--- src/rtl/apb_req_arbiter.sv ---
// apb_req_arbiter: round-robin arbiter sharing one APB bus between NUM_REQ requesters.
// Ports: P_clk/P_reset (sync, active-high); req_valid/req_rw/req_addr/req_wdata per-requester
// requests (flattened, requester i at [i*W +: W]); req_grant/req_done one-hot owner and
// completion pulse; req_err/req_rdata completion status; P_* APB master signals.
// Optional macro APB_TIMEOUT_EN terminates an ACCESS phase after TIMEOUT_CYCLES wait cycles.
module apb_req_arbiter #(
    parameter int NUM_REQ        = 4,
    parameter int ADDR_W         = 8,
    parameter int DATA_W         = 8,
    parameter int TIMEOUT_CYCLES = 16
) (
    input  logic                      P_clk,
    input  logic                      P_reset,
    input  logic [NUM_REQ-1:0]        req_valid,
    input  logic [NUM_REQ-1:0]        req_rw,
    input  logic [NUM_REQ*ADDR_W-1:0] req_addr,
    input  logic [NUM_REQ*DATA_W-1:0] req_wdata,
    output logic [NUM_REQ-1:0]        req_grant,
    output logic [NUM_REQ-1:0]        req_done,
    output logic                      req_err,
    output logic [DATA_W-1:0]         req_rdata,
    output logic                      P_sel,
    output logic                      P_enable,
    output logic                      P_write,
    output logic [ADDR_W-1:0]         P_addr,
    output logic [DATA_W-1:0]         P_wdata,
    input  logic [DATA_W-1:0]         P_rdata,
    input  logic                      P_ready,
    input  logic                      P_slverr
);
    localparam int IW = $clog2(NUM_REQ);
    typedef enum logic [1:0] {IDLE, SETUP, ACCESS} state_t;
    state_t state, state_d;
    logic [IW-1:0] ptr, own, win, idx;
    logic [NUM_REQ-1:0] avail;
    logic [ADDR_W-1:0] win_addr;
    logic [DATA_W-1:0] win_wdata;
    logic found, tmo, fin;
`ifdef APB_TIMEOUT_EN
    localparam int CW = $clog2(TIMEOUT_CYCLES + 1);
    logic [CW-1:0] cnt;
    assign tmo = state == ACCESS && !P_ready && cnt == CW'(TIMEOUT_CYCLES - 1);
    always_ff @(posedge P_clk)
        cnt <= (P_reset || state != ACCESS || P_ready || tmo) ? '0 : cnt + 1'b1;
`else
    // Constant false; TIMEOUT_CYCLES only matters when the timeout is built in.
    assign tmo = TIMEOUT_CYCLES < 0;
`endif
    assign fin = state == ACCESS && (P_ready || tmo);
    always_comb begin
        // A requester whose done is pulsing still shows its stale valid; keep it out.
        avail = req_valid & ~req_done;
        found = 1'b0;
        win   = ptr;
        idx   = ptr;
        for (int k = 0; k < NUM_REQ; k++) begin
            idx = IW'((int'(ptr) + k) % NUM_REQ);
            if (!found && avail[idx]) begin
                found = 1'b1;
                win   = idx;
            end
        end
        win_addr  = ADDR_W'(req_addr >> (int'(win) * ADDR_W));
        win_wdata = DATA_W'(req_wdata >> (int'(win) * DATA_W));
        state_d   = state == IDLE  ? (found ? SETUP : IDLE) :
                    state == SETUP ? ACCESS : (fin ? IDLE : ACCESS);
    end
    always_ff @(posedge P_clk)
        state <= P_reset ? IDLE : state_d;
    always_ff @(posedge P_clk) begin
        if (P_reset) begin
            ptr       <= '0;
            own       <= '0;
            req_grant <= '0;
            req_done  <= '0;
            req_err   <= 1'b0;
            req_rdata <= '0;
            P_sel     <= 1'b0;
            P_enable  <= 1'b0;
            P_write   <= 1'b0;
            P_addr    <= '0;
            P_wdata   <= '0;
        end else begin
            req_done <= fin ? NUM_REQ'(1) << own : '0;
            req_err  <= fin && (P_ready ? P_slverr : 1'b1);
            if (state == IDLE && found) begin
                P_sel     <= 1'b1;
                P_enable  <= 1'b0;
                P_addr    <= win_addr;
                P_write   <= req_rw[win];
                own       <= win;
                req_grant <= NUM_REQ'(1) << win;
                if (req_rw[win]) P_wdata <= win_wdata;
            end
            if (state == SETUP) P_enable <= 1'b1;
            if (fin) begin
                P_sel     <= 1'b0;
                P_enable  <= 1'b0;
                req_grant <= '0;
                ptr       <= own == IW'(NUM_REQ - 1) ? '0 : own + 1'b1;
                if (!P_ready) req_rdata <= '0;
                else if (!P_write) req_rdata <= P_rdata;
            end
        end
    end
endmodule

--- config.mk ---
export PLATFORM = sky130hd
export DESIGN_NAME = apb_req_arbiter
export DESIGN_NICKNAME = d
export VERILOG_FILES = /design/src/rtl/apb_req_arbiter.sv
export SDC_FILE = /design/constraint.sdc
export NUM_CORES = 1
export LEC_CHECK = 0
export CAP_MARGIN = 10
export CORE_MARGIN = 2
export CORE_UTILIZATION = 39
export CTS_CLUSTER_SIZE = 16
export DETAILED_ROUTE_END_ITERATION = 10
export PLACE_DENSITY_LB_ADDON = 0.1
export SYNTH_ARGS = -nofsm -noshare
export SYNTH_HDL_FRONTEND = slang
export SYNTH_SLANG_ARGS = --single-unit
--- constraint.sdc ---
create_clock -name P_clk -period 2.5 [get_ports P_clk]
set_input_delay 0.5 -clock P_clk [delete_from_list [all_inputs] [get_ports P_clk]]
set_output_delay 0.5 -clock P_clk [all_outputs]
set_load 0.02 [all_outputs]
* After elaboration in Yosys (flattened, before gate mapping)
Cells that the tools add are included.
Cells by class: add/subtract/negate cells 4, $lt $le $gt $ge 5, eq/ne operators 4, shifts and indexed selects 4, multiplexer cells 27, bitwise logic cells 3, reductions and logical operators 15
Operators with widths (count):
- >> shifter 32 x 5 -> 8 bit | 2
- 2-to-1 mux 8 bit | 2
- < comparator 2 x 3 -> 1 bit, second input constant | 5
- 2-to-1 mux 2 bit | 7
- 2-to-1 mux 1 bit | 13
- binary-select mux 1 bit (select 2 bit) | 5
- << shifter 1 x 2 -> 4 bit, first input constant | 2
- logical AND 1 bit | 6
- adder 2 x 1 -> 2 bit, second input constant | 2
- adder 2 bit, second input constant | 2
- bitwise AND 4 bit | 1
- == test 2 bit, second input constant | 2
- inverter 4 bit | 1
- AND reduction 2 bit | 2
- OR reduction 2 bit | 2
- zero test 1 bit | 3
- == test 2 x 1 -> 1 bit, second input constant | 1
- zero test 2 bit | 1
- inequality test 2 bit, second input constant | 1
- nonzero test 2 bit | 1
- inverter 1 bit | 1
Storage, ports and cells: bits in registers 42, output and inout port bits 36

* Longest topological paths before layout
Gate-level depths: netlist (run 1).
word-level depth 17, mapped depth 9, depth with buffers taken out 7

* Least setup slack after synthesis (run 1)
OpenSTA, ideal clock, no wires.
path type input to register, start input port req_valid[3], end register P_wdata[6], setup time 131 ps, arrival 2019 ps, data required time 2369 ps, setup slack 350 ps, cell stages on the path 8, buffers on the path 1, cells stage by stage nor2b_4 o311ai_4 o21ai_4 mux2_4 o211ai_4 buf_6 a311o_1 a21oi_2
On the way: cells in the longest elaborated chain, start to end 16, elaborated cells on any way between the ends 27, classes of those cells 1 x shift; 17 x mux; 1 x bitwise; 8 x reduce/logical
RTL lines:
- start: declaration | RTL line 14 | input logic [NUM_REQ-1:0] req_valid,
- bitwise AND 4 bit * | RTL line 52 | avail = req_valid & ~req_done;
- branches (longest 15 deep; another with binary-select mux 1 bit (select 2 bit))
- end signal: assignment | RTL line 93 | if (req_rw[win]) P_wdata <= win_wdata;
- end: declaration | RTL line 26 | output logic [DATA_W-1:0] P_wdata,
Every way passes the cells marked *. The select of a mux whose other input is x is not followed. A chain may end at the register's enable or synchronous reset.

* Worst setup path after layout (run 1)
Ends and elaborated chain as after synthesis.

==> flow_metrics.tcl, run 1 <==
set metrics [dict create \
    status "finished clean" \
    skew_ns 0.008037 \
    remaining_drc_errors 0 \
    antenna_found_initial 0 \
    cts_root_buf "clkbuf_8" \
    post-route-util_pct 67.08 \
    start_kind "input pin" \
    hold_viol 0 \
    critPathCaptureType "register" \
    worstSkewPairLatency_ns 0.29 \
    peakVddDrop_v 0.0003031 \
    gp_congestion 0.8209 \
    diodes 0 \
    max_freq_mhz 441.8 \
    core-area_mm2 0.005507 \
    max_slew_margin_pct 66.96 \
    critPathKind "input pin to register" \
    worstPathCellList "clkdlybuf4s50_1 > nor2b_4 > o311ai_4 > o21ai_4 > mux2_4 > o211ai_4 > buf_12 > a311o_1 > a21oi_2" \
    final.fill_count 481 \
    numCtsBuffers 5 \
    wl_per_cell_um 13.12 \
    tightest_slew_ns 0.4938 \
    cap_violations 0 \
    overflow 0 \
    place_ws_ns -0.04497 \
    grt_pass1_vias 2315 \
    rows 27 \
    syn_area_per_cell_um2 7.601 \
    synth_edf_count 0 \
    critPathRequiredTime_ns 2.67 \
    h-tree-depth 2 \
    synth_area_mm2 0.002220 \
    area_delta_synth_final_pct 66.40 \
    cts_resized 0 \
    slowest_delay_ns 0.42 \
    async_reset_ff_share_pct 0 \
    drt-initial-drc-count 82 \
    total_power_mw 2.013 \
    syn_inst 292 \
    die_w_um 79.44 \
    setup_violations 0 \
    cts_tree "built" \
    vias_per_cell 4.963 \
    p_leak_nw 1.442 \
    regArea_um2 840.8 \
    period_share_pct 90.54 \
    start_util_pct 40.31 \
    worst_slack_ns 0.2366 \
    io_pins 120 \
    min_period_ns 2.263 \
    clkSinkCount 42 \
    reg2regPathDepth 8 \
    grt_use_total_pct 20.21 \
    hold_buffers 0 \
    syn_nets 377 \
    worstHoldPathCells 2 \
    grt_max_degree 26 \
    rsz0062_at_grt "no" \
    dp_hpwl_mm 4.832 \
    synth_ff_type "dfxtp_1" \
    drv_slew 0 \
    grt_pass1_wl_mm 10.22 \
    drtPass1Iterations 4 \
    drive_above_1_share_pct 13.13 \
    yosysWarnings 0 \
    crit_arrival_ns 2.43 \
    crit_path_top_delay_cell "clkdlybuf4s50_1" \
    multi_input_area_mm2 0.001290 \
    ys_seq_area_share_pct 37.88 \
    fin_nets 503 \
    crit_fanout 17 \
    dieArea_mm2 0.006311 \
    cts_setup_buffers 0 \
    yosysUniqueCellTypes 39 \
    clk_pin_slew_ns 0.08 \
    wirelength_mm 6.443 \
    synth-seq-cells 42 \
    die_h_um 79.44 \
    ant_nets 0 \
    power_density_mw_per_mm2 544.9 \
    clockBufferDepth 2 \
    hold_path_class "register to register" \
    num_vias 2437 \
    place.port_buffers 119 \
]
per-stage QoR:
step	cell area (µm²)	setup TNS, ns	instances	hold WS [ns]
after floorplan	2220	0	292	0.4479
after global placement	3583	-0.09439	483	0.4415
after detailed placement	3583	-0.2895	483	0.4500
after CTS	3694	0	491	0.4592
after global routing	3694	0	491	0.4828
final	3694	0	491	0.4568
power by group:
group / leakage, nW / total, mW / switching (mW) / internal, mW
clock network: 0.0514 / 0.529 / 0.231 / 0.298
logic: 1.05 / 0.705 / 0.336 / 0.369
registers: 0.343 / 0.779 / 0.0487 / 0.730
cell usage in the layout (no fill, tap or decap), drive strengths merged, types with 2 or more instances in the layout:
| cell type | netlist | final |
|---|---|---|
| o21a | 2 | 2 |
| a311o | 8 | 8 |
| a22oi | 4 | 4 |
| nand2b | 7 | 7 |
| nor3 | 4 | 4 |
| clkdlybuf4s50 | 0 | 119 |
| clkbuf | 12 | 6 |
| nand2 | 95 | 95 |
| buf | 7 | 19 |
| nand3 | 24 | 24 |
| o211ai | 2 | 2 |
| dfxtp | 42 | 42 |
| nor2 | 20 | 20 |
| and3 | 9 | 9 |
| o21ai | 10 | 10 |
| a21oi | 31 | 31 |
| nor2b | 2 | 2 |
area by class of cell:
| cell class | instances | share of cell area (%) |
|---|---|---|
| clock buffers | 6 | 1.965 |
| clock inverters | 2 | 1.016 |
| inverters | 1 | 0.1016 |
| multi-input cells | 230 | 34.93 |
| flip-flops and latches | 42 | 22.76 |
| well taps | 72 | 2.439 |
| repair buffers | 138 | 36.79 |
state kept, by name (all words and copies together) (netlist names), 2 cells and up:
signal and cells:
req_done 4, ptr 2, req_rdata 8, req_grant 4
own 2, P_wdata 8, P_addr 8, state 2
synthesized netlist by cell type, types with 2 or more instances:
| cell | number | area [µm²] |
|---|---|---|
| a22oi_1 | 4 | 30.03 |
| nand2_2 | 9 | 56.30 |
| and3_1 | 9 | 56.30 |
| nand2_1 | 86 | 322.8 |
| nand2b_1 | 5 | 31.28 |
| a21oi_1 | 22 | 110.1 |
| buf_2 | 3 | 15.01 |
| a311o_1 | 8 | 80.08 |
| dfxtp_1 | 42 | 840.8 |
| a21oi_2 | 8 | 70.07 |
| nand2b_4 | 2 | 27.53 |
| nand3_1 | 24 | 120.1 |
| clkbuf_1 | 12 | 45.04 |
| nor2_1 | 20 | 75.07 |
| o21ai_0 | 9 | 45.04 |
| buf_4 | 2 | 15.01 |
| nor3_1 | 4 | 20.02 |
| nor2b_4 | 2 | 27.53 |
cells by family after synthesis:
| group | share of synthesized area (%) |
|---|---|
| flops | 37.88 |
| simple gates | 34.39 |
| fa+ha+maj | 0.5636 |
| mux | 1.127 |
| buf+inv | 4.227 |
| compound gates | 21.82 |
per-layer routing:
metal | wire (µm) | vias up | GRT usage (%)
li1 | - | 1250 | -
met1 | 2750 | 1098 | 23.57
met2 | 3138 | 87 | 36.30
met3 | 529 | 2 | 5.656
met4 | 24 | 0 | 5.000
met5 | 0 | - | 0
worst paths after layout:
check	start	end	slack, ns
worst max-delay path	req_valid[3]	P_wdata[6]	0.24
worst min-delay path	P_addr[2]	P_addr[2]	0.46
worst max register to register	req_done[3]	P_wdata[6]	0.53
worst min register to register	P_addr[2]	P_addr[2]	0.46
worst max-delay path: cells and delay by family:
kind / cells / cell delay, ns
buffers and inverters: 2 / 0.60
AO/OA/AOI/OAI: 5 / 0.84
AND/OR/NAND/NOR: 1 / 0.16
multiplexers: 1 / 0.32
(Power assumes the default switching activity.)
==> run 2: changes to the inputs <==
--- a/config.mk
+++ b/config.mk
@@ -6,7 +6,6 @@
 export NUM_CORES = 1
 export LEC_CHECK = 0
 export CAP_MARGIN = 10
-export CORE_MARGIN = 2
 export CORE_UTILIZATION = 39
 export CTS_CLUSTER_SIZE = 16
 export DETAILED_ROUTE_END_ITERATION = 10
==> flow_metrics.tcl, run 2 (synthesis gave the netlist of run 1 again) <==
set metrics [dict create \
    max_slew_margin_pct 65.93 \
    cts_root_buf "clkbuf_8" \
    worst_slack_ns 0.2129 \
    gp_congestion 0.7764 \
    place.port_buffers 119 \
    num_vias 2421 \
    drv_slew 0 \
    crit_arrival_ns 2.46 \
    place_ws_ns -0.07584 \
    drt-initial-drc-count 73 \
    startpoint "req_valid[3]" \
    final_common_cell "clkdlybuf4s50_1" \
    cts_tree "built" \
    clkSinkCount 42 \
    hold_buffers 0 \
    max_freq_mhz 437.2 \
    critPathCaptureType "register" \
    rows 27 \
    post-route-util_pct 66.37 \
    fin_area_mm2 0.003655 \
    p_leak_nw 1.421 \
    numCtsBuffers 5 \
    die_h_um 77.44 \
    diodes 0 \
    drive_above_1_share_pct 12.74 \
    layout_common_cells "clkdlybuf4s50_1 (119), nand2_1 (86), dfxtp_1 (42), nand3_1 (24), a21oi_1 (22)" \
    hold_viol 0 \
    grt_max_degree 27 \
    critPathKind "input pin to register" \
    crit_end "P_wdata[0]" \
    grt_pass1_wl_mm 10.12 \
    start_kind "input pin" \
    dp_hpwl_mm 4.628 \
    overflow 0 \
    grt_use_total_pct 20.94 \
    cts_resized 0 \
    rsz0062_at_grt "no" \
    critPathRequiredTime_ns 2.68 \
    largestRegisters "P_addr: 8 flops, P_wdata: 8 flops, req_rdata: 8 flops" \
    vias_per_cell 4.961 \
    regToRegSetupSlack_ns 0.53 \
    wl_per_cell_um 12.81 \
    grt_pass1_vias 2241 \
    placedInstanceArea_mm2 0.003561 \
    ant_nets 0 \
    area_delta_synth_final_pct 64.66 \
    clk_pin_slew_ns 0.08 \
    die_w_um 77.44 \
    worstSkewPairLatency_ns 0.29 \
    min_period_ns 2.287 \
    core-area_mm2 0.005507 \
    remaining_drc_errors 0 \
    peakVddDrop_v 0.0002470 \
    cap_violations 0 \
    clockBufferDepth 2 \
    total_power_mw 1.928 \
    tightest_slew_ns 0.5071 \
    cts_setup_buffers 0 \
    fin_nets 500 \
    h-tree-depth 2 \
    wirelength_mm 6.249 \
    skew_ns 0.008703 \
    setup_violations 0 \
    status "finished clean" \
    r2r_end "P_wdata[0]" \
    drtPass1Iterations 6 \
    crit_fanout 17 \
    hold_path_class "register to register" \
    io_pins 120 \
    period_share_pct 91.48 \
    start_util_pct 40.31 \
    r2r_start "req_done[3]" \
    reg2regPathDepth 8 \
    dieArea_mm2 0.005997 \
    antenna_found_initial 0 \
    power_density_mw_per_mm2 527.5 \
]
[run 2: cell types whose count changed in the layout (fill, tap and decap cells not counted), sizes merged]
cell	delta
buf	-3
inv	+1
clkbuf	-1
clkinv	+1
bufinv	-1
[run 2: stage by stage]
step	std cells	hold slack [ns]	TNS, ns
2_1_floorplan	292	0.4479	0
3_3_place_gp	480	0.4427	-0.07500
3_5_place_dp	480	0.4499	-0.4582
4_1_cts	488	0.4618	0
5_1_grt	488	0.4816	0
6_report	488	0.4620	0
[run 2: critical path: stages]
cell and delay (ns):
clkdlybuf4s50_1 0.43, nor2b_4 0.17, o311ai_4 0.37, o21ai_4 0.11, mux2_4 0.32, o211ai_4 0.18
buf_12 0.18, a311o_1 0.14, a21oi_2 0.06
[run 2: area by class of cell]
| class | count | area [µm²] |
|---|---|---|
| multi-input cells | 230 | 1290 |
| well taps | 72 | 90.09 |
| clock buffers | 5 | 68.82 |
| clock inverters | 3 | 25.02 |
| flip-flops and latches | 42 | 840.8 |
| repair buffers | 135 | 1336 |
| fillers | 492 | 1852 |
| inverters | 1 | 3.754 |
[run 2: per-layer routing]
metal	up-vias	share of wire [%]	GRT usage, %
met5	-	0	0
met4	0	1.4	6.604
met3	11	5.7	4.941
met2	80	50	36.99
met1	1088	43	24.82
li1	1242	-	-
[run 2: how the worst min path moves through the flow]
stage	to	from	cells after the start	slack [ns]
2_1_floorplan	req_done[1]	own[1]	1	0.45
3_3_place_gp	P_addr[4]	P_addr[4]	2	0.44
3_5_place_dp	P_addr[4]	P_addr[4]	2	0.45
4_1_cts	P_addr[4]	P_addr[4]	2	0.46
5_1_grt	P_wdata[7]	P_wdata[7]	2	0.48
6_report	P_addr[4]	P_addr[4]	2	0.46
[run 2: report_power, final]
part / internal (mW) / switching (mW)
Sequential: 0.730 / 0.0509
Clock: 0.202 / 0.249
Combinational: 0.365 / 0.331
==> run 3: changes to the inputs <==
--- a/config.mk
+++ b/config.mk
@@ -7,7 +7,7 @@
 export LEC_CHECK = 0
 export CAP_MARGIN = 10
 export CORE_UTILIZATION = 39
-export CTS_CLUSTER_SIZE = 16
+export CTS_CLUSTER_SIZE = 28
 export DETAILED_ROUTE_END_ITERATION = 10
 export PLACE_DENSITY_LB_ADDON = 0.1
 export SYNTH_ARGS = -nofsm -noshare
==> results of run 3 <==
No change in the layout: final DEF, timing and power equal those of run 2.
